### config.mk
export PLATFORM = sky130hd
export DESIGN_NAME = imem_loader
export DESIGN_NICKNAME = d
export VERILOG_FILES = /design/src/rtl/imem_loader.sv
export SDC_FILE = /design/constraint.sdc
export NUM_CORES = 1
export LEC_CHECK = 0
export ABC_AREA = 1
export CAP_MARGIN = 20
export CORE_MARGIN = 5
export CORE_UTILIZATION = 58
export DETAILED_ROUTE_END_ITERATION = 16
export PLACE_DENSITY_LB_ADDON = 0.15
export SYNTH_ARGS = -nofsm -noshare
export SYNTH_HDL_FRONTEND = slang
export SYNTH_SLANG_ARGS = --single-unit
export TNS_END_PERCENT = 1
### constraint.sdc
create_clock -name clk -period 3.25 [get_ports clk]
set_clock_uncertainty 0.05 [all_clocks]
set_input_delay 0.4875 -clock clk [delete_from_list [all_inputs] [get_ports clk]]
set_output_delay 0.4875 -clock clk [all_outputs]
set_load 0.03 [all_outputs]
### src/rtl/imem_loader.sv
// -----------------------------------------------------------------------------
// imem_loader
//   Boot-time program loader for the instruction memory of the single-cycle
//   core. A byte stream arrives over a valid/ready handshake. The first byte is
//   a word count N. Then 4*N image bytes follow, little-endian within each word.
//   The last byte is an XOR checksum over the image bytes. Each assembled word
//   is written to sequential word addresses. The core stays disabled until a
//   complete image with a matching checksum has been loaded.
//
// Ports
//   clk         system clock, rising edge
//   rst         asynchronous, active-low reset
//   start       single-cycle pulse; begins a load from IDLE, DONE or ERROR
//   in_valid    in_byte carries a stream byte this cycle
//   in_byte     stream byte
//   in_ready    loader accepts in_byte this cycle (HEADER, LOAD, CHECK)
//   wr_en       one-cycle instruction-memory write strobe
//   wr_addr     word address of the write
//   wr_data     word to write
//   core_en     enable for the core; high only in DONE
//   done        image loaded and verified
//   error       bad header or checksum mismatch
//   word_count  words written by the current or last load
// -----------------------------------------------------------------------------
module imem_loader #(
  parameter int ADDR_W = 5
) (
  input  logic              clk,
  input  logic              rst,
  input  logic              start,
  input  logic              in_valid,
  input  logic [7:0]        in_byte,
  output logic              in_ready,
  output logic              wr_en,
  output logic [ADDR_W-1:0] wr_addr,
  output logic [31:0]       wr_data,
  output logic              core_en,
  output logic              done,
  output logic              error,
  output logic [ADDR_W:0]   word_count
);

  localparam int          CNT_W = ADDR_W + 1;
  localparam logic [31:0] CAP   = 32'(1) << ADDR_W;

  typedef enum logic [2:0] {
    IDLE, HEADER, LOAD, CHECK, DONE, ERROR
  } state_t;

  state_t           state, nxt;
  logic [1:0]       byte_idx;
  logic [CNT_W-1:0] addr_cnt;
  logic [CNT_W-1:0] n_words;
  logic [7:0]       csum;
  logic [23:0]      word_buf;
  logic             hs;
  logic             hdr_bad;
  logic             last_byte_of_image;

  // in_ready is a registered copy of "state is HEADER/LOAD/CHECK", so hs
  // is an ordinary accepted-byte strobe.
  assign hs                 = in_valid & in_ready;
  assign hdr_bad            = (in_byte == 8'd0) || ({24'd0, in_byte} > CAP);
  assign last_byte_of_image = (byte_idx == 2'd3) && ((addr_cnt + 1'b1) == n_words);

  // Next-state decode. The registered status outputs below are derived from
  // nxt, so each one changes on the same edge as the state.
  always_comb begin
    // NOTE: default first, so that every path assigns nxt and no latch is inferred.
    nxt = state;
    unique case (state)
      IDLE, DONE, ERROR: if (start) nxt = HEADER;
      HEADER:            if (hs) nxt = hdr_bad ? ERROR : LOAD;
      LOAD:              if (hs && last_byte_of_image) nxt = CHECK;
      CHECK:             if (hs) nxt = (in_byte == csum) ? DONE : ERROR;
      default:           nxt = IDLE;
    endcase
  end

  // NOTE: all sequential state uses non-blocking assignments, so every
  // register samples pre-edge values regardless of statement order.
  always_ff @(posedge clk or negedge rst) begin
    if (!rst) begin
      state      <= IDLE;
      in_ready   <= 1'b0;
      core_en    <= 1'b0;
      done       <= 1'b0;
      error      <= 1'b0;
      wr_en      <= 1'b0;
      wr_addr    <= '0;
      wr_data    <= '0;
      word_count <= '0;
      byte_idx   <= '0;
      addr_cnt   <= '0;
      n_words    <= '0;
      csum       <= '0;
      word_buf   <= '0;
    end else begin
      state    <= nxt;
      in_ready <= (nxt == HEADER) || (nxt == LOAD) || (nxt == CHECK);
      core_en  <= (nxt == DONE);
      done     <= (nxt == DONE);
      error    <= (nxt == ERROR);
      wr_en    <= 1'b0;

      unique case (state)
        IDLE, DONE, ERROR: begin
          if (start) begin
            word_count <= '0;
            byte_idx   <= '0;
            addr_cnt   <= '0;
            csum       <= '0;
          end
        end
        HEADER: begin
          if (hs && !hdr_bad) n_words <= CNT_W'(in_byte);
        end
        LOAD: begin
          if (hs) begin
            csum     <= csum ^ in_byte;
            byte_idx <= byte_idx + 2'd1;
            unique case (byte_idx)
              2'd0: word_buf[7:0]   <= in_byte;
              2'd1: word_buf[15:8]  <= in_byte;
              2'd2: word_buf[23:16] <= in_byte;
              default: begin
                // The 4th byte goes straight into the write word, so there is
                // no bubble at word boundaries.
                wr_data    <= {in_byte, word_buf};
                wr_addr    <= addr_cnt[ADDR_W-1:0];
                wr_en      <= 1'b1;
                addr_cnt   <= addr_cnt + 1'b1;
                word_count <= word_count + 1'b1;
              end
            endcase
          end
        end
        default: ;
      endcase
    end
  end

endmodule

==> results of run 1 <==
## kinds of logic (layout without fill, tap and decap cells)
logic type	Yosys count	in the layout
buffers and inverters	57	123
AO/OA/AOI/OAI	74	74
adder cells (fa/ha/maj)	7	7
AND/OR/NAND/NOR	220	220
XOR/XNOR	7	7
flip-flops	96	96
## final cells by class
type | instances | area, sq um
inverters | 43 | 163.9
well taps | 96 | 120.1
clock inverters | 7 | 70.07
clock buffers | 9 | 123.9
fillers | 550 | 1884
multi-input cells | 308 | 1441
flip-flops and latches | 96 | 2402
repair buffers | 64 | 625.6
## layout by cell type (no fill, tap or decap), types with 6 or more instances in the layout
master,Yosys,routed
sky130_fd_sc_hd__inv_1,39,39
sky130_fd_sc_hd__o21ai_0,44,44
sky130_fd_sc_hd__dfrtp_1,96,96
sky130_fd_sc_hd__clkbuf_8,0,9
sky130_fd_sc_hd__o22ai_1,12,12
sky130_fd_sc_hd__xor2_1,6,6
sky130_fd_sc_hd__buf_4,1,6
sky130_fd_sc_hd__ha_1,7,7
sky130_fd_sc_hd__nand3_1,16,16
sky130_fd_sc_hd__nand2_1,175,175
sky130_fd_sc_hd__clkdlybuf4s50_1,0,58
sky130_fd_sc_hd__o21ai_1,8,8
sky130_fd_sc_hd__nor2_1,19,19
## per-stage QoR
step	hold WS, ps	utilization (%)
final	56.18	72.42
after global routing	80.54	72.42
after CTS	79.92	72.42
after detailed placement	406.3	69.58
after global placement	404.3	69.58
after floorplan	141.9	-
## state kept, by name, summed over array words and instances, names as in the netlist
| name | cells |
|---|---|
| wr_en | 1 |
| error | 1 |
| in_ready | 1 |
| word_count | 6 |
| n_words | 6 |
| addr_cnt | 6 |
| done | 1 |
| word_buf | 24 |
| wr_addr | 5 |
| byte_idx | 2 |
| csum | 8 |
| wr_data | 32 |
| state | 3 |
## routing by layer
metal | up-vias | GRT usage, %
met4 | 0 | 5.897
met3 | 10 | 5.689
met2 | 86 | 35.54
met5 | - | 0
li1 | 1593 | -
met1 | 1561 | 29.73
## how the worst max path moves through the flow
stage	to	slack (ps)	depth (start not counted)
2_1_floorplan	wr_data[29]	1570	9
3_3_place_gp	wr_data[4]	960	10
3_5_place_dp	in_ready	870	13
4_1_cts	word_count[2]	1200	1
5_1_grt	in_ready	1130	13
6_report	word_count[2]	1210	1
## report_power, final
part / internal [mW] / total, mW / switching [mW]
clock: 0.304 / 0.771 / 0.467
sequential: 1.62 / 1.88 / 0.259
combinational: 0.673 / 1.74 / 1.07
total: 2.60 / 4.39 / 1.79
==> results.tsv, run 1 <==
metric	value	unit
wire length on met1	4078	microns
minimum clock period after layout	2037	ps
endpoints failing hold	0	
slew at the pin with the worst max-slew slack	603.2	ps
vias per std cell	5.217	
CP max stage delay	710	ps
power density over the cells	888.0	mW/mm^2
RSZ-0062 raised after global routing	false	
endpoint of the most critical register-to-register path	word_count[3]	
number of I/O port buffers	59	
worst-case setup margin in the final layout	1213	ps
clock sinks	96	
initial antenna violation count	0	
number of instances in the placed design	607	
Maximum Capacitance Violations	0	
area share of xor/xnor cells in the synthesized design	1.497	%
Critical path buffers and inverters	1	
remaining antenna violation count after routing	0	
GRT Total Usage	22.02	%
number of instances resized during post-cts repair	0	
Chip Width	94.03	microns
register-to-register path setup slack	1220	ps
normalized max-slew margin	59.79	%
Pins Over Slew Limit	0	
number of levels the H-tree was split into	3	
number of buffers inserted for hold repair after clock tree synthesis	0	
floorplan core area	0.006832	sq mm
Non-Filler Cell Area, Final	0.004947	sq mm
share of post-route cells with drive strength above 1	5.693	%
placed cell area	0.004753	sq mm
Initial Util	59.95	%
cell family contributing the most delay on the critical path	buffers and inverters	
leading cell types by count after synthesis	175 x sky130_fd_sc_hd__nand2_1, 96 x sky130_fd_sc_hd__dfrtp_1, 44 x sky130_fd_sc_hd__o21ai_0	
classification of the worst setup path	flip-flop to output port	
startpoint of the most critical setup path	word_count[2]	
syn_nets	480	
fraction of the mapped netlist area in adder cells	2.139	%
most instantiated library cell after synthesis	sky130_fd_sc_hd__nand2_1	
count of flip-flops with a built-in enable after synthesis	0	
number of instances in the synthesized netlist	461	
root buffer cell	sky130_fd_sc_hd__clkbuf_8	
largest net degree at the start of global routing	56	
portion of netlist area occupied by mux cells	0	%
Rows	30	
Layout Cells excl Fill	623	
total number of vias	3250	
required time of the worst setup path	2710	ps
Cell variety after synth	29	
Worst Path Arrival	1500	ps
cell with the largest stage delay on the worst path	sky130_fd_sc_hd__clkdlybuf4s50_1	
Achievable Freq	491.0	MHz
DRC violation count after routing	0	
share of the clock period used by the worst path	62.66	%
vias in the first global route	3141	
worst hold-check path type	input port to asynchronous set/reset pin	
wire length of the first global-routing pass	15110	microns
Avg Synthesized Cell Area	8.883	sq um
status	finished, final reports clean	
dominant combinational cell family by area after synthesis	simple AND/OR/NAND/NOR gates	
crit end category	output port	
list of cells traversed by the critical path	clkdlybuf4s50_1	
Post-synth top flop	sky130_fd_sc_hd__dfrtp_1	
First-pass DRT Iterations	4	
area added between synthesis and finish	20.81	%
Total Negative Setup Slacks	0	ps
dominant cells by area after synthesis	sky130_fd_sc_hd__dfrtp_1 59%, sky130_fd_sc_hd__nand2_1 16%, sky130_fd_sc_hd__o21ai_0 5.4%, sky130_fd_sc_hd__inv_1 3.6%, sky130_fd_sc_hd__ha_1 2.1%	
sequential share of the synthesized area	58.66	%
top sig layer	met4	
worst reg2reg path startpoint	state[2]	
worst-case setup slack after placement	871.8	ps
endpoints failing setup	0	
ant diodes	0	
synthesized cell area	0.004095	sq mm
hpwl dp	6270	microns
buffer levels on the longest clock path	2	
depth of the worst register-to-register path	7	
Die Outline Area	0.008841	sq mm
element type at the critical path start	flip-flop	
CTS tree	yes	
routed length on met2	4255	microns
CTS clock-pin slew for the worst setup and hold paths	100	ps
post-synthesis compound-gate area fraction	9.991	%
io pins	60	
leakage	2.476	nW
overall die height	94.03	microns
post-synthesis cell type with the largest combined area	sky130_fd_sc_hd__dfrtp_1	
flops & latches, synth	96	
Ys Warns	0	
detailed-routed wire length on met3	394	microns
total power of the final layout	4.393	mW
total length of routed wires	8834	microns
Synth Area in Simple Gates	21.57	%
number of setup buffers added after CTS	0	
final estimated routing congestion in global placement	0.9121	
clock latency on the worst-skew pair	360	ps
count of routing violations after the opening detailed-route iteration	198	
number of nets in the finished design	541	
ys async rst share	100.0	%
routed length per instance	14.18	microns
GRT Residual Overflow	0	
total clock buffers created by CTS	9	
worst vdd rail ir drop	0.0006256	V
portion of synthesized cell area occupied by the leading cell type	58.66	%
peak fanout along the critical path	5	
No activity file was read; power rests on OpenSTA's default activity.
==> inputs of run 2 (changes only) <==
--- a/config.mk
+++ b/config.mk
@@ -8,7 +8,7 @@
 export ABC_AREA = 1
 export CAP_MARGIN = 20
 export CORE_MARGIN = 5
-export CORE_UTILIZATION = 58
+export CORE_UTILIZATION = 54
 export DETAILED_ROUTE_END_ITERATION = 16
 export PLACE_DENSITY_LB_ADDON = 0.15
 export SYNTH_ARGS = -nofsm -noshare
==> constraint.sdc (replaced) <==
create_clock -name clk -period 2.04 [get_ports clk]
set_clock_uncertainty 0.05 [all_clocks]
set_input_delay 0.306 -clock clk [delete_from_list [all_inputs] [get_ports clk]]
set_output_delay 0.306 -clock clk [all_outputs]
set_load 0.03 [all_outputs]
==> results.tsv, run 2 (same netlist as run 1, synthesis figures left out) <==
metric	value	unit	change
overall die height	97.09	microns	+3.3%
required time of the worst setup path	2220	ps	-490 ps
count of routing violations after the opening detailed-route iteration	166		-16%
GRT Residual Overflow	0		unchanged
Achievable Freq	532.8	MHz	
buffer levels on the longest clock path	2		unchanged
endpoints failing setup	0		unchanged
flip-flop count of the largest register, all copies and words added	32		unchanged
Die Outline Area	0.009426	sq mm	+6.6%
power density over the cells	1395	mW/mm^2	+57%
ant diodes	0		unchanged
floorplan core area	0.007331	sq mm	+7.3%
First-pass DRT Iterations	4		unchanged
leakage	2.569	nW	+3.7%
Non-Filler Cell Area, Final	0.005111	sq mm	+3.3%
minimum clock period after layout	1877	ps	
Clk pwr share	18.9	%	+1.4 points
Maximum Capacitance Violations	0		unchanged
slew at the pin with the worst max-slew slack	491.3	ps	-111.9 ps
DRC violation count after routing	0		unchanged
internal portion of total power	4.384	mW	+69%
element type at the critical path start	flip-flop		
peak fanout along the critical path	12		+7
sw frac	38.54	%	-2.3 points
Chip Width	97.09	microns	+3.3%
Worst Path Arrival	2060	ps	+560 ps
Pins Over Slew Limit	0		unchanged
largest registers	wr_data x32, word_buf x24, csum x8		
routed length per instance	13.79	microns	-2.7%
timing endpoint of the critical path	word_count[3]		
endpoint of the most critical register-to-register path	word_count[3]		
RSZ-0062 raised after global routing	true		
register with the most flip-flops	wr_data		
Rows	31		+3.3%
total length of routed wires	8814	microns	-0.23%
number of nets in the finished design	555		+2.6%
placed cell area	0.004880	sq mm	+2.7%
portion of total power attributed to sequential cells	41.9	%	-0.9 points
startpoint of the most critical setup path	state[2]		
Initial Util	55.86	%	-4.1 points
io pins	60		unchanged
wire length of the first global-routing pass	15370	microns	+1.7%
worst reg2reg path startpoint	state[2]		
portion of total power attributed to combinational logic	39.2	%	-0.4 points
hpwl dp	6439	microns	+2.7%
Hold Worst Slack	356.2	ps	+300.0 ps
share of the clock period used by the worst path	92.01	%	
CTS tree	yes		
classification of the worst setup path	flip-flop to flip-flop		
remaining antenna violation count after routing	0		unchanged
worst hold-check path type	input port to asynchronous set/reset pin		
endpoints failing hold	0		unchanged
status	finished, final reports clean		
leading cell type in the layout, fill and taps excluded	sky130_fd_sc_hd__nand2_1		
number of setup buffers added after CTS	0		unchanged
total number of vias	3277		+0.83%
number of levels the H-tree was split into	3		unchanged
initial antenna violation count	0		unchanged
worst vdd rail ir drop	0.0006575	V	+5.1%
final core area utilization	69.72	%	-2.7 points
root buffer cell	sky130_fd_sc_hd__clkbuf_8		
area added between synthesis and finish	24.81	%	
GRT Total Usage	19.89	%	-2.1 points
clock latency on the worst-skew pair	350	ps	about the same
total clock buffers created by CTS	9		unchanged
normalized max-slew margin	67.12	%	+7.3 points
clock sinks	96		unchanged
share of post-route cells with drive strength above 1	7.778	%	+2.1 points
largest net degree at the start of global routing	56		unchanged
vias in the first global route	3238		+3.1%
final estimated routing congestion in global placement	0.8502		-6.8%
crit end category	flip-flop		
register-to-register path setup slack	160	ps	-1060 ps
power dissipated by switching net loads	2.749	mW	+53%
highest-count cells in the layout ignoring fill and taps	175 x sky130_fd_sc_hd__nand2_1, 96 x sky130_fd_sc_hd__dfrtp_1, 58 x sky130_fd_sc_hd__clkdlybuf4s50_1		
vias per std cell	5.128		-1.7%
number of I/O port buffers	59		unchanged
depth of the worst register-to-register path	6		-1
CTS clock-pin slew for the worst setup and hold paths	90	ps	about the same
run 2: changes by cell type in the layout (fill, tap and decap cells not counted):
cell,before,now
sky130_fd_sc_hd__buf_4,6,17
sky130_fd_sc_hd__inv_8,4,0
sky130_fd_sc_hd__buf_12,0,2
sky130_fd_sc_hd__bufinv_16,0,2
sky130_fd_sc_hd__clkinvlp_4,1,2
sky130_fd_sc_hd__dlygate4sd3_1,0,1
sky130_fd_sc_hd__nand2_2,1,0
sky130_fd_sc_hd__nand2_4,0,1
run 2: cell type report:
| type | count | area (sq um) |
|---|---|---|
| clock buffer | 9 | 123.9 |
| clock inverter | 6 | 92.59 |
| fill | 597 | 2220 |
| inverter | 43 | 163.9 |
| multi-input combinational | 308 | 1446 |
| sequential | 96 | 2402 |
| tap | 99 | 123.9 |
| timing repair buffer | 78 | 758.2 |
run 2: timing repair:
action,in CTS,in global routing
gates resized for setup,0,1
setup endpoints to repair,0,13
hold buffers,1,0
hold endpoints to repair,26,0
run 2: layer usage:
layer / vias to the layer above / GRT usage (%) / share of wire [%]
met5: - / 0 / 0
met4: 0 / 5.184 / 0.99
met3: 10 / 4.810 / 4.0
met2: 63 / 31.37 / 47
met1: 1579 / 27.76 / 48
li1: 1625 / - / -
run 2: worst min-delay path by stage:
stage | slack (ps) | startpoint | endpoint
6_report | 360 | rst | wr_addr[3]
5_1_grt | 370 | rst | wr_data[2]
4_1_cts | 360 | rst | wr_data[31]
3_5_place_dp | 200 | rst | wr_addr[3]
3_3_place_gp | 200 | rst | wr_addr[3]
2_1_floorplan | -40 | rst | addr_cnt[0]
run 2: through the flow:
step	setup TNS [ps]	instances	worst slack, ps	power [mW]
2_1_floorplan	0	461	358.4	4.725
3_3_place_gp	0	623	0.5962	5.748
3_5_place_dp	-33.45	623	-33.45	5.832
4_1_cts	0	639	141.8	7.180
5_1_grt	-17.15	639	-17.15	7.584
6_report	0	639	163.0	7.132
run 2: power groups by stage:
stage | clock, mW | sequential (mW) | combinational [mW]
3_3_place_gp | 0 | 3.00 | 2.75
3_5_place_dp | 0 | 3.02 | 2.81
6_report | 1.35 | 2.99 | 2.80
5_1_grt | 1.46 | 3.07 | 3.06
4_1_cts | 1.37 | 2.99 | 2.83
2_1_floorplan | 0 | 3.66 | 1.06
run 2: critical path, stage by stage (launching register included):
cell                      delay (ps)
sky130_fd_sc_hd__dfrtp_1         450
sky130_fd_sc_hd__nor3_4          330
sky130_fd_sc_hd__inv_1           150
sky130_fd_sc_hd__nor2_1          410
sky130_fd_sc_hd__nor2_4          160
sky130_fd_sc_hd__nand4_1         110
sky130_fd_sc_hd__o21ai_0          80
